--- src/rtl/mem_arbiter.sv ---
`default_nettype none
// ============================================================================
//  Module   : mem_arbiter
//  Purpose  : Two-port (instruction / data) arbiter onto a single-ported
//             word-addressed memory with fixed IDLE -> ISSUE -> DONE latency.
//  Options  : MEM_ARBITER_ROUND_ROBIN_EN -- when defined, simultaneous
//             requests alternate between ports (first tie goes to data);
//             when undefined, the data port always wins ties.
//  Revision : 1.0 - initial release
// ============================================================================
module mem_arbiter (
  input  logic        clk,
  input  logic        reset,
  // instruction port
  input  logic [31:0] i_address,
  input  logic        i_read,
  output logic [31:0] i_readdata,
  output logic        i_waitrequest,
  // data port
  input  logic [31:0] d_address,
  input  logic        d_read,
  input  logic        d_write,
  input  logic [3:0]  d_byteenable,
  input  logic [31:0] d_writedata,
  output logic [31:0] d_readdata,
  output logic        d_waitrequest,
  // memory port
  output logic [11:0] mem_address,
  output logic        mem_read,
  output logic        mem_write,
  output logic [3:0]  mem_byteenable,
  output logic [31:0] mem_writedata,
  input  logic [31:0] mem_readdata
);

  localparam logic [1:0] S_IDLE  = 2'd0;
  localparam logic [1:0] S_ISSUE = 2'd1;
  localparam logic [1:0] S_DONE  = 2'd2;

  localparam logic GRANT_INSTR = 1'b0;
  localparam logic GRANT_DATA  = 1'b1;

  // FSM state and the latched copy of the winning request
  logic [1:0]  state_q, state_d;
  logic        grant_q, grant_d;
  logic [11:0] addr_q,  addr_d;
  logic        wr_q,    wr_d;
  logic [3:0]  be_q,    be_d;
  logic [31:0] wdata_q, wdata_d;

  logic w_i_req;
  logic w_d_req;
  logic w_tie_data;
  logic w_win_data;
  logic w_done_i;
  logic w_done_d;

  // Only the word-address bits within 16 KiB are meaningful; the rest wrap.
  logic w_unused_addr_bits;
  assign w_unused_addr_bits = ^{i_address[31:14], i_address[1:0],
                                d_address[31:14], d_address[1:0]};

  assign w_i_req = i_read;
  assign w_d_req = d_read | d_write;

`ifdef MEM_ARBITER_ROUND_ROBIN_EN
  logic last_grant_q, last_grant_d;

  // A tie goes to whichever port was not granted most recently.
  assign w_tie_data = (last_grant_q == GRANT_INSTR);

  // Remember the most recent grant; it only changes when a request is accepted.
  always_comb begin
    last_grant_d = last_grant_q;
    if ((state_q == S_IDLE) && (w_i_req || w_d_req)) begin
      last_grant_d = w_win_data;
    end
  end

  // last_grant register; resets to INSTR so the first tie goes to data
  always_ff @(posedge clk or posedge reset) begin
    if (reset) begin
      last_grant_q <= GRANT_INSTR;
    end else begin
      last_grant_q <= last_grant_d;
    end
  end
`else
  // Fixed priority: the data port always wins a tie.
  assign w_tie_data = 1'b1;
`endif

  assign w_win_data = w_d_req && (!w_i_req || w_tie_data);

  // State register plus the latched request fields
  always_ff @(posedge clk or posedge reset) begin
    if (reset) begin
      state_q <= S_IDLE;
      grant_q <= GRANT_INSTR;
      addr_q  <= 12'd0;
      wr_q    <= 1'b0;
      be_q    <= 4'd0;
      wdata_q <= 32'd0;
    end else begin
      state_q <= state_d;
      grant_q <= grant_d;
      addr_q  <= addr_d;
      wr_q    <= wr_d;
      be_q    <= be_d;
      wdata_q <= wdata_d;
    end
  end

  // Next-state: arbitrate and capture in IDLE, then step through ISSUE and DONE
  always_comb begin
    state_d = state_q;
    grant_d = grant_q;
    addr_d  = addr_q;
    wr_d    = wr_q;
    be_d    = be_q;
    wdata_d = wdata_q;
    case (state_q)
      S_IDLE: begin
        if (w_i_req || w_d_req) begin
          state_d = S_ISSUE;
          if (w_win_data) begin
            grant_d = GRANT_DATA;
            addr_d  = d_address[13:2];
            wr_d    = d_write;            // read+write together counts as write
            be_d    = d_byteenable;
            wdata_d = d_writedata;
          end else begin
            grant_d = GRANT_INSTR;
            addr_d  = i_address[13:2];
            wr_d    = 1'b0;
            be_d    = 4'hF;
            wdata_d = 32'd0;
          end
        end
      end
      S_ISSUE: state_d = S_DONE;
      S_DONE:  state_d = S_IDLE;
      default: state_d = S_IDLE;
    endcase
  end

  assign w_done_i = (state_q == S_DONE) && (grant_q == GRANT_INSTR);
  assign w_done_d = (state_q == S_DONE) && (grant_q == GRANT_DATA);

  // Outputs: one-cycle memory strobe in ISSUE, one-cycle completion in DONE
  always_comb begin
    mem_read       = (state_q == S_ISSUE) && !wr_q;
    mem_write      = (state_q == S_ISSUE) &&  wr_q;
    mem_address    = addr_q;
    mem_byteenable = be_q;
    mem_writedata  = wdata_q;
    i_readdata     = w_done_i ? mem_readdata : 32'd0;
    d_readdata     = (w_done_d && !wr_q) ? mem_readdata : 32'd0;
    i_waitrequest  = w_i_req && !w_done_i;
    d_waitrequest  = w_d_req && !w_done_d;
  end

endmodule
`default_nettype wire
--- config.mk ---
export PLATFORM = sky130hd
export DESIGN_NAME = mem_arbiter
export DESIGN_NICKNAME = d
export VERILOG_FILES = /design/src/rtl/mem_arbiter.sv
export SDC_FILE = /design/constraint.sdc
export NUM_CORES = 1
export LEC_CHECK = 0
export CORE_ASPECT_RATIO = 1.4
export CORE_MARGIN = 10
export CORE_UTILIZATION = 32
export CTS_CLUSTER_DIAMETER = 150
export CTS_CLUSTER_SIZE = 28
export DETAILED_ROUTE_END_ITERATION = 8
export PLACE_DENSITY = 0.95
export SKIP_CTS_REPAIR_TIMING = 1
export SLEW_MARGIN = 20
export SYNTH_ARGS = -nofsm -noshare
export SYNTH_HDL_FRONTEND = slang
export SYNTH_SLANG_ARGS = --single-unit
--- constraint.sdc ---
create_clock -name clk -period 5.05 [get_ports clk]
set_clock_uncertainty 0.15 [all_clocks]
set_input_delay 1.01 -clock clk [delete_from_list [all_inputs] [get_ports clk]]
set_output_delay 1.01 -clock clk [all_outputs]
set_load 0.02 [all_outputs]
==> flow_summary.json <==
{
  "critPathRequiredTime_ns": 3.89,
  "crit_path_start_kind": "primary input",
  "cts.sinks": 52,
  "netlist_area_sq_um": 2480,
  "use_met3": 0.0885,
  "vias": 2462,
  "finalSetupTns_ns": 0,
  "crit_fanout": 4,
  "use_met1": 0.165,
  "syn_nets": 344,
  "antenna_left": 0,
  "maxSlewViolCount": 0,
  "dr.pass1.iters": 4,
  "hold_class": "flop to flop",
  "htreeDepth": 2,
  "die-area_sq_um": 11700,
  "fin_crit_ns": 3.69,
  "chipWidth_microns": 94.4,
  "grt_max_degree": 53,
  "antenna_cells": 0,
  "gp_congestion": 0.742,
  "start_util": 0.333,
  "ys_types": 20,
  "post_drt_wl_per_cell_microns": 19.5,
  "hold_viol": 0,
  "area_delta_synth_final_pct": 93.2,
  "drive_gt1_frac": 0.101,
  "timing.hold.ws_ns": 0.361,
  "period_share": 0.730,
  "grt_pass1_vias": 2737,
  "wirelength_microns": 10000,
  "cts_tree": "done",
  "grt_remaining_overflow": 0,
  "power_density_nw_per_um2": 521,
  "drc": 0,
  "numPortBuffers": 212,
  "core.rowCount": 37,
  "clockBufferDepth": 2,
  "busiest_layer": "met2",
  "synth-seq-cells": 52,
  "status": "completed",
  "stdcell_count": 514,
  "tightestPinTransition_ns": 0.859,
  "slew_headroom": 0.427,
  "end_kind": "output pin",
  "fin_area_sq_um": 4790,
  "placed_cells": 505,
  "fillers": 578,
  "grt_use_met2": 0.285,
  "yosysSeqAreaShare": 0.525,
  "grt_pass1_wl_microns": 14900,
  "die_y_microns": 124,
  "synth_cells": 207,
  "grt_use_total": 0.163,
  "yosysWarnings": 0,
  "cts_buffers": 5,
  "drt_iter0_drc": 59,
  "syn_area_per_cell_sq_um": 12.0,
  "dpl.hpwl_microns": 8360,
  "viasPerCell": 4.79,
  "core-area_sq_um": 7450,
  "setup_viol": 0,
  "path_clk_slew_ns": 0.10,
  "crit_type": "primary input to output pin",
  "ir_drop_uv": 284,
  "place_area_sq_um": 4690,
  "fmax_ghz": 0.271,
  "drv_cap": 0,
  "io_pins": 253,
  "antenna_found_initial": 0,
  "rsz0062_at_grt": "false",
  "root_buffer": "clkbuf_8",
  "arrival_ns": 2.53,
  "worstSkewPairLatency_ns": 0.29,
  "power.leakage_uw": 0.00195,
  "fin_nets": 553
}
logic make-up after synthesis:
family	share of synthesized area
buffers and inverters	0.0308
multiplexers	0.114
AO/OA/AOI/OAI	0.143
AND/OR/NAND/NOR	0.187
flip-flops	0.525
synthesized netlist by cell type:
library cell / instances / area [sq um]
a21o_1: 1 / 7.51
a22o_1: 32 / 280
a31oi_1: 1 / 6.26
and2_1: 65 / 407
and4bb_2: 1 / 12.5
buf_2: 2 / 10.0
buf_4: 2 / 15.0
clkbuf_1: 10 / 37.5
dfrtp_1: 52 / 1300
inv_1: 2 / 7.51
inv_4: 1 / 6.26
mux2_2: 25 / 282
nor2_1: 3 / 11.3
nor2b_1: 1 / 6.26
nor3_1: 1 / 5.00
nor3_2: 1 / 10.0
nor3b_2: 1 / 12.5
o21ai_0: 1 / 5.00
o22a_1: 4 / 35.0
o31ai_4: 1 / 21.3
sequential cells by signal, indices dropped and copies added (netlist names):
name,count
mem_byteenable,4
mem_address,12
state_q,2
wr_q,1
grant_q,1
mem_writedata,32
worst max-delay path, cell delays in order:
cell	delay (ns)
clkdlybuf4s50_1	0.56
nor2_1	0.08
a31oi_1	0.21
clkdlybuf4s50_1	0.67
per-layer routing:
metal | vias up | part of all wire
met5 | - | 0
met3 | 4 | 0.15
met4 | 0 | 0.0076
met2 | 153 | 0.49
met1 | 1164 | 0.35
li1 | 1141 | -
final cells by class:
class	instances	area (sq um)	share of cell area
clock buffers	6	72.6	0.0152
multi-input cells	138	1110	0.231
repair buffers	216	2160	0.450
flip-flops and latches	52	1300	0.272
well taps	97	121	0.0253
clock inverters	2	16.3	0.00340
inverters	3	15.0	0.00313
worst paths after layout:
check | end | cells after the start | slack, ns | start
max in group asynchronous | mem_writedata[3] | 2 | 3.21 | reset
hold reg to reg | mem_writedata[30] | 1 | 0.36 | mem_writedata[30]
min in group asynchronous | mem_writedata[12] | 2 | 1.04 | reset
setup reg to reg | mem_writedata[28] | 3 | 3.30 | state_q[0]
hold / removal | mem_writedata[30] | 1 | 0.36 | mem_writedata[30]
setup / recovery | d_waitrequest | 4 | 1.36 | d_write
cells in the final DEF, fill, tap and decap left out:
master,synthesis,layout
clkinv_2,0,1
a31oi_1,1,1
nor2b_1,1,1
clkdlybuf4s50_1,0,212
a21o_1,1,1
mux2_2,25,25
clkbuf_8,0,5
buf_6,0,1
o31ai_4,1,1
clkinvlp_4,0,1
clkbuf_1,10,1
inv_4,1,1
nor3_4,0,1
dfrtp_1,52,52
nor3_1,1,1
o22a_1,4,4
a22o_1,32,32
nor3b_2,1,1
nor2_1,3,3
and2_1,65,65
clkinv_4,0,1
and4bb_2,1,1
o21ai_0,1,1
buf_4,2,3
inv_1,2,1
metrics by stage:
stage,setup WS (ns),util,power [uW]
floorplan,2.25,-,1530
global placement,1.33,0.629,2240
detailed placement,1.34,0.629,2290
CTS,1.34,0.641,2530
global route,1.29,0.643,2640
finish,1.36,0.643,2500
power breakdown:
part	total [uW]	switching, uW	internal (uW)
clock	229	130	98.8
combinational	1530	751	775
sequential	741	120	620
total	2500	1000	1490
No activity file was read; power rests on OpenSTA's default activity.
==> edit: new RTL, config.mk and constraints unchanged <==
`wdata_q` no longer has a reset.
--- a/src/rtl/mem_arbiter.sv
+++ b/src/rtl/mem_arbiter.sv
@@ -100,15 +100,17 @@
       addr_q  <= 12'd0;
       wr_q    <= 1'b0;
       be_q    <= 4'd0;
-      wdata_q <= 32'd0;
     end else begin
       state_q <= state_d;
       grant_q <= grant_d;
       addr_q  <= addr_d;
       wr_q    <= wr_d;
       be_q    <= be_d;
-      wdata_q <= wdata_d;
     end
+  end
+
+  always_ff @(posedge clk) begin
+    wdata_q <= wdata_d;
   end
 
   // Next-state: arbitrate and capture in IDLE, then step through ISSUE and DONE
Function: changed (Yosys sat finds a counterexample within 4 cycles, from zero or initial values and one cycle with reset high).
==> edit against the original RTL <==
  * Sequential power decreased by 2%
  * Cell area increased by 1.3%
  * Global-route usage decreased by 1.7 points
  * Setup slack improved by 0.10 ns
  * Power decreased by 12%
  * Sequential cell count unchanged
  * Area after synthesis increased by 3.6%
  * Combinational power decreased by 20%
  * Non-clock buffer count decreased by 2
  * Wire length decreased by 4.1%
  * Critical endpoint is now d_readdata[21]
  * Largest power group unchanged
==> edit: results <==
{
  "yosys.area.top_type": "edfxtp_1",
  "synth_area_leaders": "edfxtp_1 37%, and2_1 23%, dfrtp_1 19%",
  "startpoint": "state_q[0]",
  "first_global_vias": 2470,
  "crit_slowest_cell": "and4_1",
  "clkLatencyLatePin_ns": 0.31,
  "place.port_buffers": 212,
  "worst_path_largest_cell_delay_ns": 0.72,
  "critPathTopFamily": "simple AND/OR/NAND/NOR gates",
  "placed_area_um2": 4760,
  "rr_startpoint": "state_q[1]",
  "combPwrFrac": 0.555,
  "gp_congestion": 0.879,
  "muxShareOfSynthArea": 0.114,
  "r2r_slack_ns": 2.81,
  "dr.pass1.iters": 4,
  "wl_mm": 9.60,
  "layout.nets": 554,
  "grt.total_usage": 0.146,
  "grt_max_degree": 48,
  "drt_iter0_drc": 27,
  "syn_nets": 346,
  "tightestPinTransition_ns": 0.826,
  "synth-compound-area-share": 0.0258,
  "r2r_end": "mem_writedata[21]",
  "synth_edf_count": 32,
  "synth_adder_area_share": 0,
  "power_frac_clock": 0.114,
  "crit_path_max_fanout": 32,
  "leakage_nw": 1.85,
  "ir_drop_uv": 344,
  "status": "finished clean",
  "yosysSeqAreaShare": 0.569,
  "dp_hpwl_mm": 8.15,
  "layout-drive-gt1-share": 0.0837,
  "switching_share": 0.383,
  "cp.arrival_ns": 2.42,
  "synth.distinct_cells": 21,
  "endpoint": "d_readdata[21]",
  "dr_total_vias": 2316,
  "netlist_top_cells_count": "96 x and2_1, 32 x edfxtp_1, 20 x dfrtp_1",
  "synth-async-reset-ratio": 0.385,
  "grt_pass1_wl_mm": 13.6
}
==> edit: cell types whose count changed after synthesis, sizes merged, moves of 2 or more <==
| cell | change |
|---|---|
| o21a | +2 |
| a22o | -32 |
| edfxtp | +32 |
| and2 | +31 |
| dfrtp | -32 |
| nand2 | +2 |
==> edit: worst min-delay path by stage <==
stage,startpoint,endpoint,slack (ns),cells after the start
3_3_place_gp,mem_byteenable[3],mem_byteenable[3],0.34,1
6_report,mem_address[8],mem_address[8],0.37,1
2_1_floorplan,state_q[1],state_q[1],0.34,1
4_1_cts,mem_address[10],mem_address[10],0.37,1
5_1_grt,mem_address[8],mem_address[8],0.40,1
3_5_place_dp,mem_address[8],mem_address[8],0.34,1
==> edit: through the flow <==
step | hold WS [ns] | instances | setup WS [ns] | power, W
final | 0.366 | 518 | 1.47 | 0.00220
after global routing | 0.396 | 518 | 1.26 | 0.00232
after CTS | 0.368 | 518 | 1.39 | 0.00224
after detailed placement | 0.345 | 510 | 1.40 | 0.00198
after global placement | 0.340 | 510 | 1.44 | 0.00194
after floorplan | 0.342 | 209 | 2.48 | 0.00135
==> edit: area by class of cell <==
cell class | instances | area (µm²)
clock buffers | 5 | 68.8
flip-flops and latches | 52 | 1460
repair buffers | 214 | 2140
multi-input cells | 140 | 1020
inverters | 4 | 15.0
well taps | 100 | 125
clock inverters | 3 | 25.0
fillers | 636 | 2950
==> edit: kinds of logic (layout without fill, tap and decap cells) <==
| kind of cell | after synthesis | in the layout |
|---|---|---|
| compound gates | 9 | 9 |
| buf+inv | 17 | 226 |
| flops | 52 | 52 |
| mux | 24 | 24 |
| simple gates | 107 | 107 |
==> edit: routing by layer <==
layer	up-vias	wire length, µm	global-route usage
met5	-	0	0
met4	0	128	0.0409
met3	11	1390	0.0725
met2	159	4820	0.271
met1	1037	3270	0.134
li1	1109	-	-
